===== src/rtl/riscv_v_inst_queue.sv =====
// Purpose : OP-V instruction FIFO in front of vector decode. Non-OP-V instructions are accepted but dropped.
// Latency : 1 cycle from push edge to visibility at the head. There is no bypass path.
// Backpr. : in_ready = !full. A decode stall holds the head. clear_pipe flushes the queue synchronously.
//
// Ports:
//   clk, rst (async active-low), clear_pipe (sync flush)
//   in_valid / in_instruction / in_ready : front-end handshake
//   stall                                : decode stall, head not consumed
//   instruction_id / inst_valid_id       : head entry (NOP_INST when empty)
//   count / full / empty                 : occupancy status
module riscv_v_inst_queue #(
  parameter int          DEPTH    = 4,
  parameter logic [31:0] NOP_INST = 32'h0000_0013
) (
  input  logic                       clk,
  input  logic                       rst,
  input  logic                       clear_pipe,
  input  logic                       in_valid,
  input  logic [31:0]                in_instruction,
  output logic                       in_ready,
  input  logic                       stall,
  output logic [31:0]                instruction_id,
  output logic                       inst_valid_id,
  output logic [$clog2(DEPTH+1)-1:0] count,
  output logic                       full,
  output logic                       empty
);

  localparam int          PW      = $clog2(DEPTH);
  localparam int          CW      = $clog2(DEPTH+1);
  localparam logic [CW-1:0] DEPTH_C = CW'(DEPTH);
  localparam logic [6:0]  OPC_OP_V = 7'b1010111;

  logic [31:0]   mem [DEPTH];
  logic [PW-1:0] rd_ptr;
  logic [PW-1:0] wr_ptr;
  logic          push;
  logic          pop;

  assign full     = (count == DEPTH_C);
  assign empty    = (count == '0);
  assign in_ready = !full;

  // Handshake completes for any instruction; only OP-V instructions are stored.
  assign push = in_valid && in_ready && (in_instruction[6:0] == OPC_OP_V) && !clear_pipe;
  assign pop  = inst_valid_id && !stall && !clear_pipe;

  assign inst_valid_id  = !empty;
  assign instruction_id = empty ? NOP_INST : mem[rd_ptr];

  // Pointers wrap naturally because DEPTH is a power of two.
  always_ff @(posedge clk or negedge rst) begin
    if (!rst) begin
      rd_ptr <= '0;
      wr_ptr <= '0;
      count  <= '0;
    end else if (clear_pipe) begin
      rd_ptr <= '0;
      wr_ptr <= '0;
      count  <= '0;
    end else begin
      if (push) wr_ptr <= wr_ptr + PW'(1);
      if (pop)  rd_ptr <= rd_ptr + PW'(1);
      case ({push, pop})
        2'b10:   count <= count + CW'(1);
        2'b01:   count <= count - CW'(1);
        default: count <= count;
      endcase
    end
  end

  // Storage has no reset; validity is tracked entirely by count.
  always_ff @(posedge clk) begin
    if (push) mem[wr_ptr] <= in_instruction;
  end

  a_count_max:   assert property (@(posedge clk) disable iff (!rst) count <= DEPTH_C);
  a_full_empty:  assert property (@(posedge clk) disable iff (!rst) !(full && empty));
  a_no_push_ful: assert property (@(posedge clk) disable iff (!rst) !(push && full));

endmodule


===== config.mk =====
export PLATFORM = sky130hd
export DESIGN_NAME = riscv_v_inst_queue
export DESIGN_NICKNAME = d
export VERILOG_FILES = /design/src/rtl/riscv_v_inst_queue.sv
export SDC_FILE = /design/constraint.sdc
export NUM_CORES = 1
export LEC_CHECK = 0
export BUFFER_PORTS_ARGS = -buffer_cell sky130_fd_sc_hd__buf_2
export CORE_ASPECT_RATIO = 1.2
export CORE_MARGIN = 2
export CORE_UTILIZATION = 55
export CTS_CLUSTER_SIZE = 28
export DETAILED_ROUTE_END_ITERATION = 10
export PLACE_DENSITY = 0.87
export SETUP_SLACK_MARGIN = 0.1
export SLEW_MARGIN = 30
export SYNTH_ARGS = -nofsm -noshare
export SYNTH_HDL_FRONTEND = slang
export SYNTH_SLANG_ARGS = --single-unit

===== constraint.sdc =====
create_clock -name clk -period 6.9 [get_ports clk]
set_clock_uncertainty 0.05 [all_clocks]
set_input_delay 0.345 -clock clk [delete_from_list [all_inputs] [get_ports clk]]
set_output_delay 0.345 -clock clk [all_outputs]
set_load 0.005 [all_outputs]

-- Word-level counts from Yosys, hierarchy flattened
Memories as Yosys holds them, arrays and structs flattened.
Cells that the tools add are included.
- flip-flop bits (word level): 7
- RAM bits: 128
- input bits: 37
- output and inout bits: 39
- word-level logic and storage cells: 34
- memories: 1
- add/sub/neg operators: 4
- equality and inequality tests: 4
- multiplexer cells: 9
- reductions and logical operators: 13
- memories (name ; words ; bits a word ; read ports ; clocked after memory_dff ; wr ports ; RTL line ; source):
    mem ; 4 ; 32 ; 1 ; 0 ; 1 ; 34 ; logic [31:0] mem [DEPTH];
- operator list (kind ; number):
    32-bit two-way mux ; 1
    2-bit two-way mux ; 4
    7-bit equality test (second input constant) ; 1
    3-bit case mux with 2 select lines ; 1
    1-bit logical AND ; 5
    2-bit by 1-bit adder with 2-bit output (second input constant) ; 2
    1-bit logical NOT ; 4
    2-bit nonzero test ; 2
    3-bit by 1-bit adder with 3-bit output (second input constant) ; 1
    3-bit equality test (second input constant) ; 1
    3-bit logical NOT ; 1
    3-bit two-way mux ; 1
    3-bit nonzero test ; 1
    3-bit by 1-bit subtractor with 3-bit output (second input constant) ; 1
    2-bit by 1-bit equality test with 1-bit output (second input constant) ; 1
    2-bit equality test (second input constant) ; 1
    1-bit two-way mux ; 2

-- Logic depth before layout (Yosys ltp)
- depth after elaboration: 8
- depth in mapped cells: 8
- depth with buffers taken out: 7

-- Least setup slack after synthesis
No wires, ideal clock.
- path type: reg-to-reg
- start point: register count[0]
- end point: register count[2]
- setup time: 82 ps
- data arrival time: 2319 ps
- required time: 6768 ps
- setup slack: 4448 ps
- cell stages (with the launch flop): 9
- path buffers: 2
- clock period less this slack: 2452 ps
- cell sequence: dfrtp_1 > nor3_1 > buf_2 > buf_2 > nor4_1 > fa_1 > a2111o_1 > a21o_1 > a31oi_1
- elaborated cells between the ends (all ways): 16
- those cells by class: add/sub: 2; eq/ne: 3; mux: 2; reduce/logical: 9
- RTL lines (item ; RTL line ; source):
    start, declared ; 24 ; output logic [$clog2(DEPTH+1)-1:0] count,
    start signal, assigned ; 65 ; 2'b10: count <= count + CW'(1);
    start signal, assigned ; 66 ; 2'b01: count <= count - CW'(1);
    start signal, assigned ; 67 ; default: count <= count;
    3-bit logical NOT (*) ; 41 ; assign empty = (count == '0);
    via empty ; 26 ; output logic empty
    1-bit logical NOT (*) ; 48 ; assign inst_valid_id = !empty;
    1-bit logical AND (*) (2 in series) ; 46 ; assign pop = inst_valid_id && !stall && !clear_pipe;
    2-bit by 1-bit equality test with 1-bit output or 2-bit equality test (tied branches) ; 64 ; case ({push, pop})
    3-bit case mux with 2 select lines ; 64 ;
    3-bit two-way mux ; 57 ; end else if (clear_pipe) begin
The timed path passes the listed nets; every way through them passes the cells marked *.
A chain may end at the register's enable or synchronous reset.

-- Worst setup path in the final report
- start point: register rd_ptr[0]
- end point: output instruction_id[4]
- longest elaborated chain between the ends: 2
- RTL lines (item ; RTL line ; source):
    start, declared ; 35 ; logic [PW-1:0] rd_ptr;
    start signal, assigned ; 63 ; if (pop) rd_ptr <= rd_ptr + PW'(1);
    memory read 4 x 32 bit ; - ;
    32-bit two-way mux ; 49 ; assign instruction_id = empty ? NOP_INST : mem[rd_ptr];
    end, declared ; 22 ; output logic [31:0] instruction_id,
Every way passes these cells.

==> flow_metrics.py <==
metrics = {
    "min_path": {
        "min_path_type": "in2reg",
        "holdPathStages": 1,
    },
    "drt": {
        "antenna_violating_nets_left": 0,
        "post_drt_wl_per_cell_um": 20.0,
        "vias_per_cell": 5.69,
        "drc_violations_left": 0,
        "drt-pass1-iter-count": 4,
        "drt_first_iter_violations": 215,
        "dr_vias": 2793,
        "finalWirelength_um": 9800,
    },
    "timing": {
        "final_min_period_over_clock_period_pct": 40.7,
        "finalWorstPathRequiredPeriod_ps": 2800,
        "grt_setup_unrepaired": "no",
        "timing.fmax_ghz": 0.357,
        "worst_slack_ps": 4100,
        "fin_tns_setup_ps": 0,
        "timing.final.setup_violations": 0,
        "max-slew-margin-rel_pct": 41.1,
        "max_slew.worst_pin.slew_ps": 883,
        "report.final.slew_viol_count": 0,
        "final_hold_vios": 0,
    },
    "clock_tree": {
        "clock_tree.root_cell": "sky130_fd_sc_hd__clkbuf_16",
        "max-clock-path-buffers": 2,
        "worst_setup_hold_path_clk_slew_ps": 50,
        "tritoncts": "built",
        "cts_inserted_buffers": 17,
        "postCtsSetupBuffers": 0,
        "htree_levels": 4,
        "cts_num_sinks": 135,
        "insertion_delay_ps": 400,
        "post_cts.resized_instances": 0,
    },
    "floorplanning": {
        "core_um2": 9610,
        "chipWidth_um": 95.0,
        "chipHeight_um": 113,
        "initial_core_util_pct": 56.8,
        "ios": 76,
        "rows": 39,
        "dieArea_um2": 10700,
    },
    "yosys": {
        "synth_area_per_cell_um2": 20.2,
        "synth_async_sr_flop_share_pct": 5.19,
        "number_of_synthesized_register_bits": 135,
        "seq_area_frac_synth_pct": 73.6,
        "synth.top_cells.by_count": "sky130_fd_sc_hd__edfxtp_1 (128), sky130_fd_sc_hd__mux4_2 (33), sky130_fd_sc_hd__nor2b_1 (31)",
        "post_synth_edffs": 128,
        "synth.top_cell.area_share_pct": 70.4,
        "postSynth.topFlopCell": "sky130_fd_sc_hd__edfxtp_1",
        "synth_top_area_cell": "sky130_fd_sc_hd__edfxtp_1",
        "net_count_after_synthesis": 313,
        "synth.most_common_cell": "sky130_fd_sc_hd__edfxtp_1",
        "syn_inst": 271,
        "ys_types": 39,
        "synth.cell_area_um2": 5460,
        "ys.warnings.count": 0,
        "yosys-top-cells-area": "sky130_fd_sc_hd__edfxtp_1 (70%), sky130_fd_sc_hd__mux4_2 (14%), sky130_fd_sc_hd__nor2b_1 (3.6%)",
    },
    "run_status": {
        "run_status": "finished, final reports clean",
    },
    "setup_path": {
        "critPathArrivalTime_ps": 2410,
        "setup.worst_path.start_class": "register",
        "cp_data_required_time_ps": 6500,
        "critical_path_class": "reg2out",
        "worst_r2r_path_depth": 5,
        "timing.critical_path.fanout_max": 23,
        "endpoint_kind": "output pin",
    },
    "global_routing": {
        "grt_max_degree": 40,
        "grt_pass1_wl_um": 15400,
        "gr_overflow_total": 0,
        "grt_antenna_before_repair": 1,
        "first_global_vias": 2970,
        "grt.total_usage_pct": 20.2,
    },
    "placement": {
        "weighted_congestion_at_the_end_of_routability_driven_global_placement": 0.770,
        "port_buffers": 75,
        "pre_cts_ws_ps": 4450,
        "dpl.hpwl_um": 5800,
    },
    "finish": {
        "nNetsFinal": 397,
        "utilization_pct": 68.1,
        "layout_overhead_on_the_synthesized_area_pct": 19.8,
        "drive_gt1_share_pct": 40.8,
        "insertedDiodeCount": 0,
    },
    "power_and_ir_drop": {
        "p_leak_nw": 2.26,
        "powerDensity_nw_per_um2": 279,
        "ir_drop_mv": 0.234,
    },
    "job": {
        "cap_violations": 0,
    },
}
[stage by stage]
stage          power (mW)  instances  instance area (µm²)  hold WS (ps)
2_1_floorplan       0.920        271                 5460        -0.591
3_3_place_gp        0.939        458                 5940           147
3_5_place_dp        0.940        458                 5940           146
4_1_cts              1.83        491                 6550          85.7
5_1_grt              1.87        491                 6550          82.0
6_report             1.82        491                 6550           105
[final timing paths]
path	to	slack, ps	from
min	mem[3][27]$_DFFE_PP_	110	in_instruction[27]
max reg2reg	mem[1][24]$_DFFE_PP_	4490	count[1]$_DFFE_PN0P_
min reg2reg	wr_ptr[1]$_DFFE_PN0P_	570	wr_ptr[1]$_DFFE_PN0P_
max	instruction_id[4]	4100	rd_ptr[0]$_DFFE_PN0P_
min in group asynchronous	count[1]$_DFFE_PN0P_	260	rst
max in group asynchronous	rd_ptr[0]$_DFFE_PN0P_	6370	rst
[area by class of cell]
cell class                      count  area, µm²
Timing Repair Buffer               79        408
Clock buffer                       20        437
Clock inverter                     12        158
Sequential cell                   135       4020
Multi-Input combinational cell    116       1350
Inverter                            6       22.5
Fill cell                         615       3070
Tap cell                          123        154
[layout by cell type (no fill, tap or decap), types with 5 or more instances in the layout]
cell type	instances
sky130_fd_sc_hd__edfxtp_1	128
sky130_fd_sc_hd__buf_2	75
sky130_fd_sc_hd__mux4_2	33
sky130_fd_sc_hd__nor2b_1	31
sky130_fd_sc_hd__clkbuf_16	17
sky130_fd_sc_hd__dfrtp_1	6
sky130_fd_sc_hd__nor2_1	5
sky130_fd_sc_hd__inv_1	5
[metal layers]
metal | wire length [µm] | share of wire, % | global-route usage [%] | up-vias
met5 | 0 | 0 | 0 | -
met2 | 5310 | 54 | 33.2 | 95
met4 | 133 | 1.4 | 7.92 | 0
met1 | 3770 | 38 | 24.2 | 1428
li1 | - | - | - | 1258
met3 | 583 | 5.9 | 7.39 | 12
[logic make-up after synthesis]
logic type,synth area share (%)
flip-flops,73.6
AO/OA/AOI/OAI,1.44
adder cells (fa/ha/maj),1.28
XOR/XNOR,0.321
buffers and inverters,1.97
multiplexers,13.8
AND/OR/NAND/NOR,7.63
[flip-flops by register name (all words and copies together), names as in the netlist]
| name | flops |
|---|---|
| mem | 128 |
| count | 3 |
| rd_ptr | 2 |
| wr_ptr | 2 |
[power breakdown]
group	total [mW]	internal (mW)	switching [mW]
logic	0.0274	0.0106	0.0168
clock network	0.898	0.597	0.302
registers	0.897	0.897	0.000257
[repair_timing]
| action | CTS | global route |
|---|---|---|
| hold buffers | 1 | 0 |
| hold endpoints to repair | 7 | 0 |
| setup endpoints to repair | 0 | 0 |
[worst max-delay path, cell delays in order (launching register included)]
cell and delay [ps]:
sky130_fd_sc_hd__dfrtp_2 610, sky130_fd_sc_hd__buf_4 500, sky130_fd_sc_hd__mux4_2 550, sky130_fd_sc_hd__or2_1 210, sky130_fd_sc_hd__buf_2 120
Note: power is estimated with default switching activity, not from simulation.
